===== src/rtl/fp_multiply_6bit_pkg.sv =====
// Shared constants, derived widths, FSM state type and exponent helper
// for the 6-bit sign/exponent/mantissa multiplier.
package fp_multiply_6bit_pkg;

  localparam int MANT_W = 6;
  localparam int EXP_W  = 5;
  localparam int PROD_W = 2 * MANT_W;
  localparam int ESUM_W = EXP_W + 1;
  localparam int CNT_W  = 3;

  // Index of the final multiplier bit examined by the shift-and-add engine.
  localparam logic [CNT_W-1:0] LAST_ITER = 3'd5;

  typedef enum logic [1:0] {
    ST_IDLE   = 2'd0,
    ST_MULT   = 2'd1,
    ST_FINISH = 2'd2
  } state_e;

  // Zero-extended exponent add; the top bit is the carry out of the EXP_W add.
  function automatic logic [ESUM_W-1:0] exp_sum(input logic [EXP_W-1:0] a,
                                                input logic [EXP_W-1:0] b);
    exp_sum = {1'b0, a} + {1'b0, b};
  endfunction

endpackage


===== src/rtl/fp_multiply_6bit_shift_add.sv =====
// Iterative shift-and-add mantissa multiplier: one multiplier bit per cycle,
// LSB first, with its own start/done handshake.
import fp_multiply_6bit_pkg::*;

module shift_add_mult_6bit (
  input  logic              clk,
  input  logic              rst,
  input  logic              start,
  input  logic [MANT_W-1:0] multiplicand,
  input  logic [MANT_W-1:0] multiplier,
  output logic              last_iter,
  output logic              done,
  output logic [PROD_W-1:0] product
);

  logic              run_q,    run_d;
  logic [CNT_W-1:0]  cnt_q,    cnt_d;
  logic [MANT_W-1:0] mcand_q,  mcand_d;
  logic [MANT_W-1:0] mplier_q, mplier_d;
  logic [PROD_W-1:0] acc_q,    acc_d;
  logic              done_q,   done_d;
  logic [PROD_W-1:0] addend_s;
  logic              last_iter_s;

  // Partial product for the current iteration and final-iteration detect.
  always_comb begin
    addend_s    = PROD_W'(mcand_q) << cnt_q;
    last_iter_s = run_q && (cnt_q == LAST_ITER);
  end

  // Next-state logic: latch on start, then accumulate one bit per cycle.
  always_comb begin
    run_d    = run_q;
    cnt_d    = cnt_q;
    mcand_d  = mcand_q;
    mplier_d = mplier_q;
    acc_d    = acc_q;
    done_d   = 1'b0;
    if (start && !run_q) begin
      run_d    = 1'b1;
      cnt_d    = {CNT_W{1'b0}};
      mcand_d  = multiplicand;
      mplier_d = multiplier;
      acc_d    = {PROD_W{1'b0}};
    end else if (run_q) begin
      if (mplier_q[cnt_q]) begin
        acc_d = acc_q + addend_s;
      end else begin
        acc_d = acc_q;
      end
      if (last_iter_s) begin
        run_d  = 1'b0;
        done_d = 1'b1;
      end else begin
        cnt_d = cnt_q + 3'd1;
      end
    end else begin
      run_d = 1'b0;
    end
  end

  // Engine state registers with synchronous reset.
  always_ff @(posedge clk) begin
    if (rst) begin
      run_q    <= 1'b0;
      cnt_q    <= {CNT_W{1'b0}};
      mcand_q  <= {MANT_W{1'b0}};
      mplier_q <= {MANT_W{1'b0}};
      acc_q    <= {PROD_W{1'b0}};
      done_q   <= 1'b0;
    end else begin
      run_q    <= run_d;
      cnt_q    <= cnt_d;
      mcand_q  <= mcand_d;
      mplier_q <= mplier_d;
      acc_q    <= acc_d;
      done_q   <= done_d;
    end
  end

  assign last_iter = last_iter_s;
  assign done      = done_q;
  assign product   = acc_q;

endmodule


===== src/rtl/fp_multiply_6bit.sv =====
// Sign/exponent/mantissa multiplier top: latches operands on Start, runs the
// shift-and-add mantissa engine and publishes all results together with Done.
import fp_multiply_6bit_pkg::*;

module fp_multiply_6bit (
  input  logic              CLK,
  input  logic              RST,
  input  logic              Start,
  input  logic              SignA,
  input  logic              SignB,
  input  logic [EXP_W-1:0]  ExponentA,
  input  logic [EXP_W-1:0]  ExponentB,
  input  logic [MANT_W-1:0] MantissaA,
  input  logic [MANT_W-1:0] MantissaB,
  output logic              Busy,
  output logic              Done,
  output logic              SignOut,
  output logic [ESUM_W-1:0] ExponentOut,
  output logic              ExponentC,
  output logic [PROD_W-1:0] MantissaOut
);

  state_e            state_q, state_d;
  logic              busy_q,  busy_d;
  logic              done_q,  done_d;
  logic              sa_q,    sa_d;
  logic              sb_q,    sb_d;
  logic [EXP_W-1:0]  ea_q,    ea_d;
  logic [EXP_W-1:0]  eb_q,    eb_d;
  logic              sign_q,  sign_d;
  logic [ESUM_W-1:0] exp_q,   exp_d;
  logic [PROD_W-1:0] mant_q,  mant_d;

  logic              eng_start_s;
  logic              eng_last_s;
  logic              eng_done_s;
  logic [PROD_W-1:0] eng_prod_s;

  // The engine only accepts a request when the top is idle, so Start while
  // busy never disturbs the running multiply.
  always_comb begin
    eng_start_s = Start && (state_q == ST_IDLE);
  end

  shift_add_mult_6bit u_engine (
    .clk          (CLK),
    .rst          (RST),
    .start        (eng_start_s),
    .multiplicand (MantissaA),
    .multiplier   (MantissaB),
    .last_iter    (eng_last_s),
    .done         (eng_done_s),
    .product      (eng_prod_s)
  );

  // FSM next-state and result register updates.
  always_comb begin
    state_d = state_q;
    busy_d  = busy_q;
    done_d  = 1'b0;
    sa_d    = sa_q;
    sb_d    = sb_q;
    ea_d    = ea_q;
    eb_d    = eb_q;
    sign_d  = sign_q;
    exp_d   = exp_q;
    mant_d  = mant_q;
    case (state_q)
      ST_IDLE: begin
        if (Start) begin
          sa_d    = SignA;
          sb_d    = SignB;
          ea_d    = ExponentA;
          eb_d    = ExponentB;
          busy_d  = 1'b1;
          state_d = ST_MULT;
        end else begin
          busy_d  = 1'b0;
        end
      end
      ST_MULT: begin
        if (eng_last_s) begin
          state_d = ST_FINISH;
        end else begin
          state_d = ST_MULT;
        end
      end
      ST_FINISH: begin
        // Engine done coincides with this state; results are published
        // in one step so outputs never show a partial product.
        if (eng_done_s) begin
          sign_d  = sa_q ^ sb_q;
          exp_d   = exp_sum(ea_q, eb_q);
          mant_d  = eng_prod_s;
          done_d  = 1'b1;
          busy_d  = 1'b0;
          state_d = ST_IDLE;
        end else begin
          state_d = ST_FINISH;
        end
      end
      default: begin
        busy_d  = 1'b0;
        state_d = ST_IDLE;
      end
    endcase
  end

  // State and output registers; reset wins over Start.
  always_ff @(posedge CLK) begin
    if (RST) begin
      state_q <= ST_IDLE;
      busy_q  <= 1'b0;
      done_q  <= 1'b0;
      sa_q    <= 1'b0;
      sb_q    <= 1'b0;
      ea_q    <= {EXP_W{1'b0}};
      eb_q    <= {EXP_W{1'b0}};
      sign_q  <= 1'b0;
      exp_q   <= {ESUM_W{1'b0}};
      mant_q  <= {PROD_W{1'b0}};
    end else begin
      state_q <= state_d;
      busy_q  <= busy_d;
      done_q  <= done_d;
      sa_q    <= sa_d;
      sb_q    <= sb_d;
      ea_q    <= ea_d;
      eb_q    <= eb_d;
      sign_q  <= sign_d;
      exp_q   <= exp_d;
      mant_q  <= mant_d;
    end
  end

  assign Busy        = busy_q;
  assign Done        = done_q;
  assign SignOut     = sign_q;
  assign ExponentOut = exp_q;
  assign ExponentC   = exp_q[ESUM_W-1];
  assign MantissaOut = mant_q;

endmodule


===== config.mk =====
export PLATFORM = sky130hd
export DESIGN_NAME = fp_multiply_6bit
export DESIGN_NICKNAME = d
export VERILOG_FILES = /design/src/rtl/fp_multiply_6bit_pkg.sv /design/src/rtl/fp_multiply_6bit_shift_add.sv /design/src/rtl/fp_multiply_6bit.sv
export SDC_FILE = /design/constraint.sdc
export NUM_CORES = 1
export LEC_CHECK = 0
export ABC_AREA = 1
export BUFFER_PORTS_ARGS = -buffer_cell sky130_fd_sc_hd__buf_2
export CAP_MARGIN = 20
export CORE_ASPECT_RATIO = 2
export CORE_UTILIZATION = 55
export DETAILED_ROUTE_END_ITERATION = 8
export PLACE_DENSITY = 0.83
export SYNTH_ARGS = -nofsm -noshare
export SYNTH_HDL_FRONTEND = slang
export SYNTH_SLANG_ARGS = --single-unit

===== constraint.sdc =====
create_clock -name CLK -period 3.22 [get_ports CLK]
set_clock_uncertainty 0.1 [all_clocks]
set_input_delay 0.161 -clock CLK [delete_from_list [all_inputs] [get_ports CLK]]
set_output_delay 0.161 -clock CLK [all_outputs]
set_load 0.01 [all_outputs]

=== Yosys cells after proc, flatten, opt, wreduce, memory -nomap -nowiden ===
Index checks and enable logic that the tools add are counted.
Widths: inputs -> output; s select.

* Add/subtract/negate cells: 3
* $lt $le $gt $ge: 1
* Eq/ne operators: 5
* Shift operators: 1
* Mux-type cells: 14
* Bitwise operators: 5
* Reductions and logical operators: 13

{| class="wikitable"
|+ Operators with widths
! operator !! count
|-
| $add 12x12->12 || 1
|-
| $shl 6x3->12 || 1
|-
| $reduce_and 2->1 || 5
|-
| $mux 1 || 8
|-
| $add 5x5->6 || 1
|-
| $mux 2 || 3
|-
| $pmux 2 s3 || 1
|-
| $lt 3x4->1 const B || 1
|-
| $not 1->1 || 4
|-
| $reduce_or 2->1 || 2
|-
| $add 3x1->3 const B || 1
|-
| $bmux 1 s3 || 1
|-
| $eq 3x3->1 const B || 1
|-
| $logic_and 1x1->1 || 3
|-
| $pmux 1 s3 || 1
|-
| $reduce_or 3->1 || 1
|-
| $eq 2x1->1 const B || 1
|-
| $eq 2x2->1 const B || 1
|-
| $logic_not 2->1 || 1
|-
| $ne 2x1->1 const B || 1
|-
| $ne 2x2->1 const B || 1
|-
| $logic_not 1->1 || 1
|-
| $xor 1x1->1 || 1
|}

* Register bits: 64
* Input bits: 27
* Output and inout bits: 22
* Logic and storage cells: 58

=== Logic depth before layout (Yosys ltp) ===
Gate-level depths: netlist of the first run.

* Word-level depth: 5
* Mapped depth: 18

=== By module ===
From an unflattened synthesis of the first run, not the netlist that was laid out.

* Cells, all modules: 501
* Area, all modules: 3493.4 µm²

{| class="wikitable"
|+ Modules (own cells, without submodules)
! module !! times used !! cells an instance !! area each (µm²)
|-
| shift_add_mult_6bit || 1 || 318 || 2037.0
|-
| fp_multiply_6bit || 1 || 183 || 1456.4
|}

=== Worst setup path after synthesis of the first run ===
No wires, ideal clock.

* Kind: register to register
* From: register u_engine.cnt_q[0]
* To: register u_engine.acc_q[8], in the netlist u_engine.product[8]
* Setup time: 0.114 ns
* Data arrival time: 2.020 ns
* Required time: 3.006 ns
* Setup slack: 0.986 ns
* Stages on the path, launching flop included: 14
* Clock period less this slack: 2.234 ns
* Cell sequence: dfxtp_1 -> buf_6 -> buf_2 -> o21ai_0 -> nand2_1 -> o21ai_0 -> o21ai_0 -> ha_1 -> a21oi_1 -> nor2_1 -> nor2_1 -> nand3b_1 -> a21oi_1 -> nor2_1

* Word-level cells in the longest chain between the ends: 3

{| class="wikitable"
|+ Ends and longest elaborated chain
! what !! RTL line !! RTL
|-
| from (decl) || fp_multiply_6bit_shift_add.sv:17 || <nowiki>logic [CNT_W-1:0] cnt_q, cnt_d;</nowiki>
|-
| from (signal assigned) || fp_multiply_6bit_shift_add.sv:66 || <nowiki>cnt_q <= {CNT_W{1'b0}};</nowiki>
|-
| from (signal assigned) || fp_multiply_6bit_shift_add.sv:73 || <nowiki>cnt_q <= cnt_d;</nowiki>
|-
| branches (longest 3 deep; another with $add 12x12->12) || -- ||
|-
| to (signal assigned) || fp_multiply_6bit_shift_add.sv:69 || <nowiki>acc_q <= {PROD_W{1'b0}};</nowiki>
|-
| to (decl) || fp_multiply_6bit_shift_add.sv:20 || <nowiki>logic [PROD_W-1:0] acc_q, acc_d;</nowiki>
|}

Parallel ways; which one is timed is not known. The select of a mux whose other input is x is not followed.
A chain may end at the register's enable or synchronous reset.

=== Final worst setup path of the first run ===
* From: register u_engine.cnt_q[0]
* To: register u_engine.acc_q[6], in the netlist u_engine.product[6]

The elaborated chain is that of the path after synthesis.

==> out/metrics.csv, run 1 <==
metric,value,unit
fin_ws,0.419,ns
routedWlPerCell,13.9,um
rows,40,
synth_fp_nets,542,
clk_pin_slew,0.06,ns
synthSimpleGateAreaFrac,27.1,%
die_area,0.00649,mm^2
met3_usage,6.29,%
clock_tree.buffer_depth,2,
route.detailed.drc,0,
critPathRequiredTime,3.34,ns
synth_top_family_by_area,simple AND/OR/NAND/NOR gates,
drt.antenna.violating_nets,0,
cts_tree,yes,
drive_gt1_share,14.2,%
period_share,87.0,%
setup_tns,0,ns
start_kind,register,
leakagePower,1.96,nW
grt_pass1_wl,13700,um
synth_fa_ha_area_share,7.84,%
core-area,0.00596,mm^2
synthMuxAreaShare,0.591,%
synth_seq_cells,64,
power_density,503,mW/mm^2
grt-ovfl-total,0,
port_buffers,48,
max-cap-violations,0,
crit_path_end_kind,register,
hold_path_depth,3,
drt-total-wl,8510,um
die_w,57.5,um
gr-usage-met2,50.3,%
routed_via_density,5.40,
grt_setup_unrepaired,false,
io_pins,49,
busiest_layer,met2,
crit_arrival,2.92,ns
synth.distinct_cells,26,
p_total,0.00199,W
place_congestion,0.927,
use_met1,25.9,%
antenna-diode-count,0,
final_cell_mix,"nand2_1 (100), nor2_1 (84), dfxtp_1 (64)",
syn_inst,495,
layout_commonest_cell,nand2_1,
slew-limit-headroom,54.7,%
drtPass1Iterations,5,
clock_sinks,64,
ir_worst_vdd,541,uV
worstRegToRegCells,11,
setup_viol,0,
critical_path_class,register to register,
min_period,2.80,ns
htreeDepth,3,
cts-root-buf,clkbuf_16,
first_global_vias,3303,
initialDrtViolationCount,99,
synth_area,0.00338,mm^2
area_growth,17.1,%
ys_warn_count,0,
finalMaxSlewViolations,0,
fin_nets,591,
antenna_found_initial,0,
startpoint,u_engine.cnt_q[0]$_SDFFE_PP0P_,
dpl_worst_slack,0.474,ns
hold_viol_final,0,
start_util,56.8,%
avgSynthCellArea,6.84,um^2
crit_end,u_engine.product[6]$_SDFFE_PP0P_,
r2r-start,u_engine.cnt_q[0]$_SDFFE_PP0P_,
synth_compound_area_share,15.9,%
hp-class,primary input to register,
dieHeight,113,um
synth-seq-area-share,37.9,%
grtUsageTotal,27.6,%
worst_slew_pin_slew,0.680,ns
reg2reg_to,u_engine.product[6]$_SDFFE_PP0P_,
synth-xor-area-share,1.29,%
rrSetupSlack,0.42,ns
status,"finished, final reports clean",
vias,3304,
critPathMaxFanout,20,
dpl.hpwl,6180,um
cts_buffers,9,
clkLatencyLatePin,0.33,ns
grt_start_max_net_pins,42,
fmax,0.357,GHz
[final cells by class]
type,instances,area [um^2]
inverters,54,203
multi-input cells,356,1780
well taps,63,78.8
clock buffers,10,229
repair buffers,59,343
clock inverters,6,45.0
flip-flops and latches,64,1280
fillers,488,1990
[worst min path at each step]
stage,startpoint,to,slack [ns]
final,SignA,sa_q$_SDFFE_PP0P_,0.01
after global routing,MantissaB[5],u_engine.mplier_q[5]$_SDFFE_PP0P_,0.02
after CTS,SignA,sa_q$_SDFFE_PP0P_,0.007
after detailed placement,ExponentA[3],ea_q[3]$_SDFFE_PP0P_,0.32
after global placement,ExponentA[3],ea_q[3]$_SDFFE_PP0P_,0.31
after floorplan,MantissaA[4],u_engine.mcand_q[4]$_SDFFE_PP0P_,0.23
[metal layers]
| layer | part of all wire (%) | routed length (um) | up-vias |
|---|---|---|---|
| met5 | 0 | 0 | - |
| met1 | 36 | 3100 | 1491 |
| met3 | 4.0 | 340 | 32 |
| met2 | 54 | 4630 | 95 |
| li1 | - | - | 1686 |
| met4 | 5.2 | 440 | 0 |
[cells in the mapped netlist (all sizes together)]
cell type,n,share of area [%]
a21oi,40,6.1
a31oi,2,0.37
buf,11,2.3
clkbuf,10,1.1
dfxtp,64,38
fa,2,1.2
ha,18,6.7
inv,54,6.0
mux2i,2,0.59
nand2,104,12
nand3,25,3.7
nand3b,3,0.67
nand4,4,0.74
nor2,84,9.3
nor3,1,0.15
o211ai,1,0.22
o21ai,62,9.2
or2,3,0.55
xnor2,2,0.52
xor2,3,0.78
[registers in the layout, summed over array words and instances, names as in the netlist, 2 cells and up]
name and count:
ExponentOut 6, MantissaOut 12, ea_q 5, eb_q 5, state_q 2, u_engine.cnt_q 3
u_engine.mcand_q 6, u_engine.mplier_q 6, u_engine.product 12
[power by group]
group          internal, W  total, W  switching, W
Sequential        0.000830  0.000856     0.0000259
Clock             0.000522  0.000883      0.000361
Combinational    0.0000946  0.000256      0.000161
Total              0.00145   0.00199      0.000548
[worst max-delay path: stages, from the launching register on]
cell	delay, ns
dfxtp_1	0.66
o21ai_0	0.29
o21ai_0	0.27
nor2_1	0.12
ha_1	0.39
or2_2	0.34
nand3_1	0.14
nand3b_1	0.08
nand2_1	0.11
nand2_1	0.06
nand2_1	0.09
nor2_1	0.04
[metrics by stage]
step / cells / hold WS, ns / utilization (%) / cell area [um^2]
2_1_floorplan: 495 / 0.226 / - / 3380
3_3_place_gp: 588 / 0.309 / 60.6 / 3610
3_5_place_dp: 588 / 0.323 / 60.6 / 3610
4_1_cts: 612 / 0.00739 / 66.6 / 3960
5_1_grt: 612 / 0.0180 / 66.6 / 3960
6_report: 612 / 0.00964 / 66.6 / 3960
[kinds of logic after synthesis]
group | Yosys count
fa+ha+maj | 20
buf+inv | 75
compound gates | 105
mux | 2
simple gates | 224
flops | 64
xor+xnor | 5
[repair_timing]
| action | CTS | global route |
|---|---|---|
| endpoints found under the hold margin | 8 | 0 |
| gates resized for setup | 0 | 0 |
| setup buffers | 0 | 0 |
| hold buffers | 8 | 0 |
(Power assumes the default switching activity.)
==> inputs of run 2 (changes only) <==
==> constraint.sdc (replaced) <==
create_clock -name CLK -period 3.22 [get_ports CLK]
set_clock_uncertainty 0.1 [all_clocks]
set_input_delay 0.805 -clock CLK [delete_from_list [all_inputs] [get_ports CLK]]
set_output_delay 0.805 -clock CLK [all_outputs]
set_load 0.01 [all_outputs]
==> run 2 against run 1 <==
Wire length down 0.54%. Design area shrank 0.85%. Critical endpoint unchanged. Via count down 0.45%. Largest cell class unchanged. Setup slack worse by 0.079 ns. Sequential power about the same. Maximum frequency shrank 2.7%. Register-to-register slack got worse by 0.08 ns. Critical path depth rose by 1. Count of clock-buffer cells in the layout stayed put. Die area is the same. Highest routed layer unchanged. Non-clock buffer count down 8.
==> out/metrics.csv, run 2 (synthesis results as in run 1) <==
metric,value,unit,change
max-cap-violations,0,,unchanged
period_share,89.5,%,was 87.0%
final_cell_mix,"nand2_1 (100), nor2_1 (84), dfxtp_1 (64)",,unchanged
dieHeight,113,um,unchanged
clock_tree.buffer_depth,2,,unchanged
multi_input_area,0.00178,mm^2,unchanged
cts_hold_buf,0,,was 8
route.detailed.drc,0,,unchanged
power_density,547,mW/mm^2,was 503 mW/mm^2
clkLatencyLatePin,0.34,ns,was 0.33 ns
drt-total-wl,8470,um,was 8510 um
routedWlPerCell,14.0,um,was 13.9 um
drt.antenna.violating_nets,0,,unchanged
dp_cells,588,,unchanged
grt_setup_unrepaired,false,,unchanged
setup_tns,0,ns,unchanged
cts_resized,0,,unchanged
crit_arrival,3.05,ns,was 2.92 ns
htreeDepth,3,,unchanged
r2r-start,u_engine.cnt_q[0]$_SDFFE_PP0P_,,unchanged
clock_sinks,64,,unchanged
fin_nets,583,,was 591
hp-start,u_engine.mplier_q[1]$_SDFFE_PP0P_,,was SignA
drive_gt1_share,14.4,%,was 14.2%
crit_end,u_engine.product[6]$_SDFFE_PP0P_,,unchanged
initialDrtViolationCount,114,,was 99
hold_viol_final,0,,unchanged
crit_path_end_kind,register,,unchanged
dpl.hpwl,6170,um,was 6180 um
grt_start_max_net_pins,42,,unchanged
rrSetupSlack,0.34,ns,was 0.42 ns
port_buffers,48,,unchanged
antenna-diode-count,0,,unchanged
leakagePower,1.96,nW,about the same
die_area,0.00649,mm^2,unchanged
ir_worst_vdd,487,uV,was 541 uV
startpoint,u_engine.cnt_q[0]$_SDFFE_PP0P_,,unchanged
antenna_found_initial,0,,unchanged
place_congestion,0.927,,about the same
first_global_vias,3171,,"was 3,303"
start_util,56.8,%,unchanged
instances_no_fill,603,,was 612
critPathMaxFanout,20,,unchanged
start_kind,register,,unchanged
routed_via_density,5.45,,was 5.40
drtPass1Iterations,4,,was 5
fmax,0.347,GHz,was 0.357 GHz
clk_pin_slew,0.05,ns,was 0.06 ns
cts_tree,yes,,unchanged
io_pins,49,,unchanged
core-area,0.00596,mm^2,unchanged
grtUsageTotal,28.2,%,was 27.6%
hp-class,register to register,,was primary input to register
critPathRequiredTime,3.39,ns,was 3.34 ns
grt-ovfl-total,0,,unchanged
hold_path_depth,2,,was 3
slew-limit-headroom,56.1,%,was 54.7%
area_growth,16.1,%,was 17.1%
fillers,478,,was 488
critical_path_class,register to register,,unchanged
status,"finished, final reports clean",,unchanged
worst_slew_pin_slew,0.658,ns,was 0.680 ns
vias,3289,,"was 3,304"
rows,40,,unchanged
min_period,2.88,ns,was 2.80 ns
grt_pass1_wl,13900,um,"was 13,700 um"
cts-root-buf,clkbuf_16,,unchanged
cts_buffers,9,,unchanged
worstRegToRegCells,12,,was 11
setup_viol,0,,unchanged
finalMaxSlewViolations,0,,unchanged
ff_latch_area,0.00128,mm^2,unchanged
reg2reg_to,u_engine.product[6]$_SDFFE_PP0P_,,unchanged
layout_commonest_cell,nand2_1,,unchanged
postCtsSetupBuffers,0,,unchanged
die_w,57.5,um,unchanged
## run 2: changes by cell type in the layout (fill, tap and decap cells not counted), sizes merged
cell         before  now
inv              55   54
dlygate4sd3       8    0
clkinvlp          3    1
bufinv            0    2
## run 2: final cells by class
class | instances | share of cell area [%]
Clock buffer | 10 | 6.08
Clock inverter | 5 | 2.07
Inverter | 54 | 5.16
Multi-Input combinational cell | 356 | 45.4
Sequential cell | 64 | 32.6
Tap cell | 63 | 2.01
Timing Repair Buffer | 51 | 6.69
## run 2: worst min path at each step
stage                                                   end
final                     u_engine.mplier_q[1]$_SDFFE_PP0P_
after global placement    u_engine.mplier_q[1]$_SDFFE_PP0P_
after global routing      u_engine.mplier_q[1]$_SDFFE_PP0P_
after detailed placement  u_engine.mplier_q[1]$_SDFFE_PP0P_
after floorplan           u_engine.mplier_q[4]$_SDFFE_PP0P_
after CTS                 u_engine.mplier_q[1]$_SDFFE_PP0P_
## run 2: report_power, final
part           total (W)  internal [W]  switching, W
clock            0.00105      0.000693      0.000352
sequential      0.000856      0.000830     0.0000256
combinational   0.000247     0.0000895      0.000158
## run 2: critical path, cell delays in order (launching register included)
cell     delay [ns]
dfxtp_1        0.68
o21ai_0        0.30
o21ai_0        0.29
nor2_1         0.13
ha_1           0.39
or2_2          0.32
nand3_1        0.15
nand2_1        0.09
nand2_1        0.07
nand2_1        0.07
nand2_1        0.07
nand2_1        0.05
nor2_1         0.09
## run 2: per-layer routing
layer / track usage [%] / wire, um / part of all wire [%]
met4: 19.2 / 511 / 6.0
met2: 51.1 / 4540 / 54
met5: 0 / 0 / 0
met1: 26.3 / 3060 / 36
met3: 7.43 / 356 / 4.2
## run 2: stage by stage
step	cell area, um^2	setup slack (ns)	hold WS, ns	util [%]	power (W)
finish	3930	0.339	0.357	66.0	0.00215
global route	3930	0.0713	0.389	66.0	0.00222
CTS	3930	0.392	0.358	66.0	0.00215
detailed placement	3610	0.456	0.346	60.6	0.00112
global placement	3610	0.408	0.345	60.6	0.00111
floorplan	3380	0.986	0.324	-	0.00105
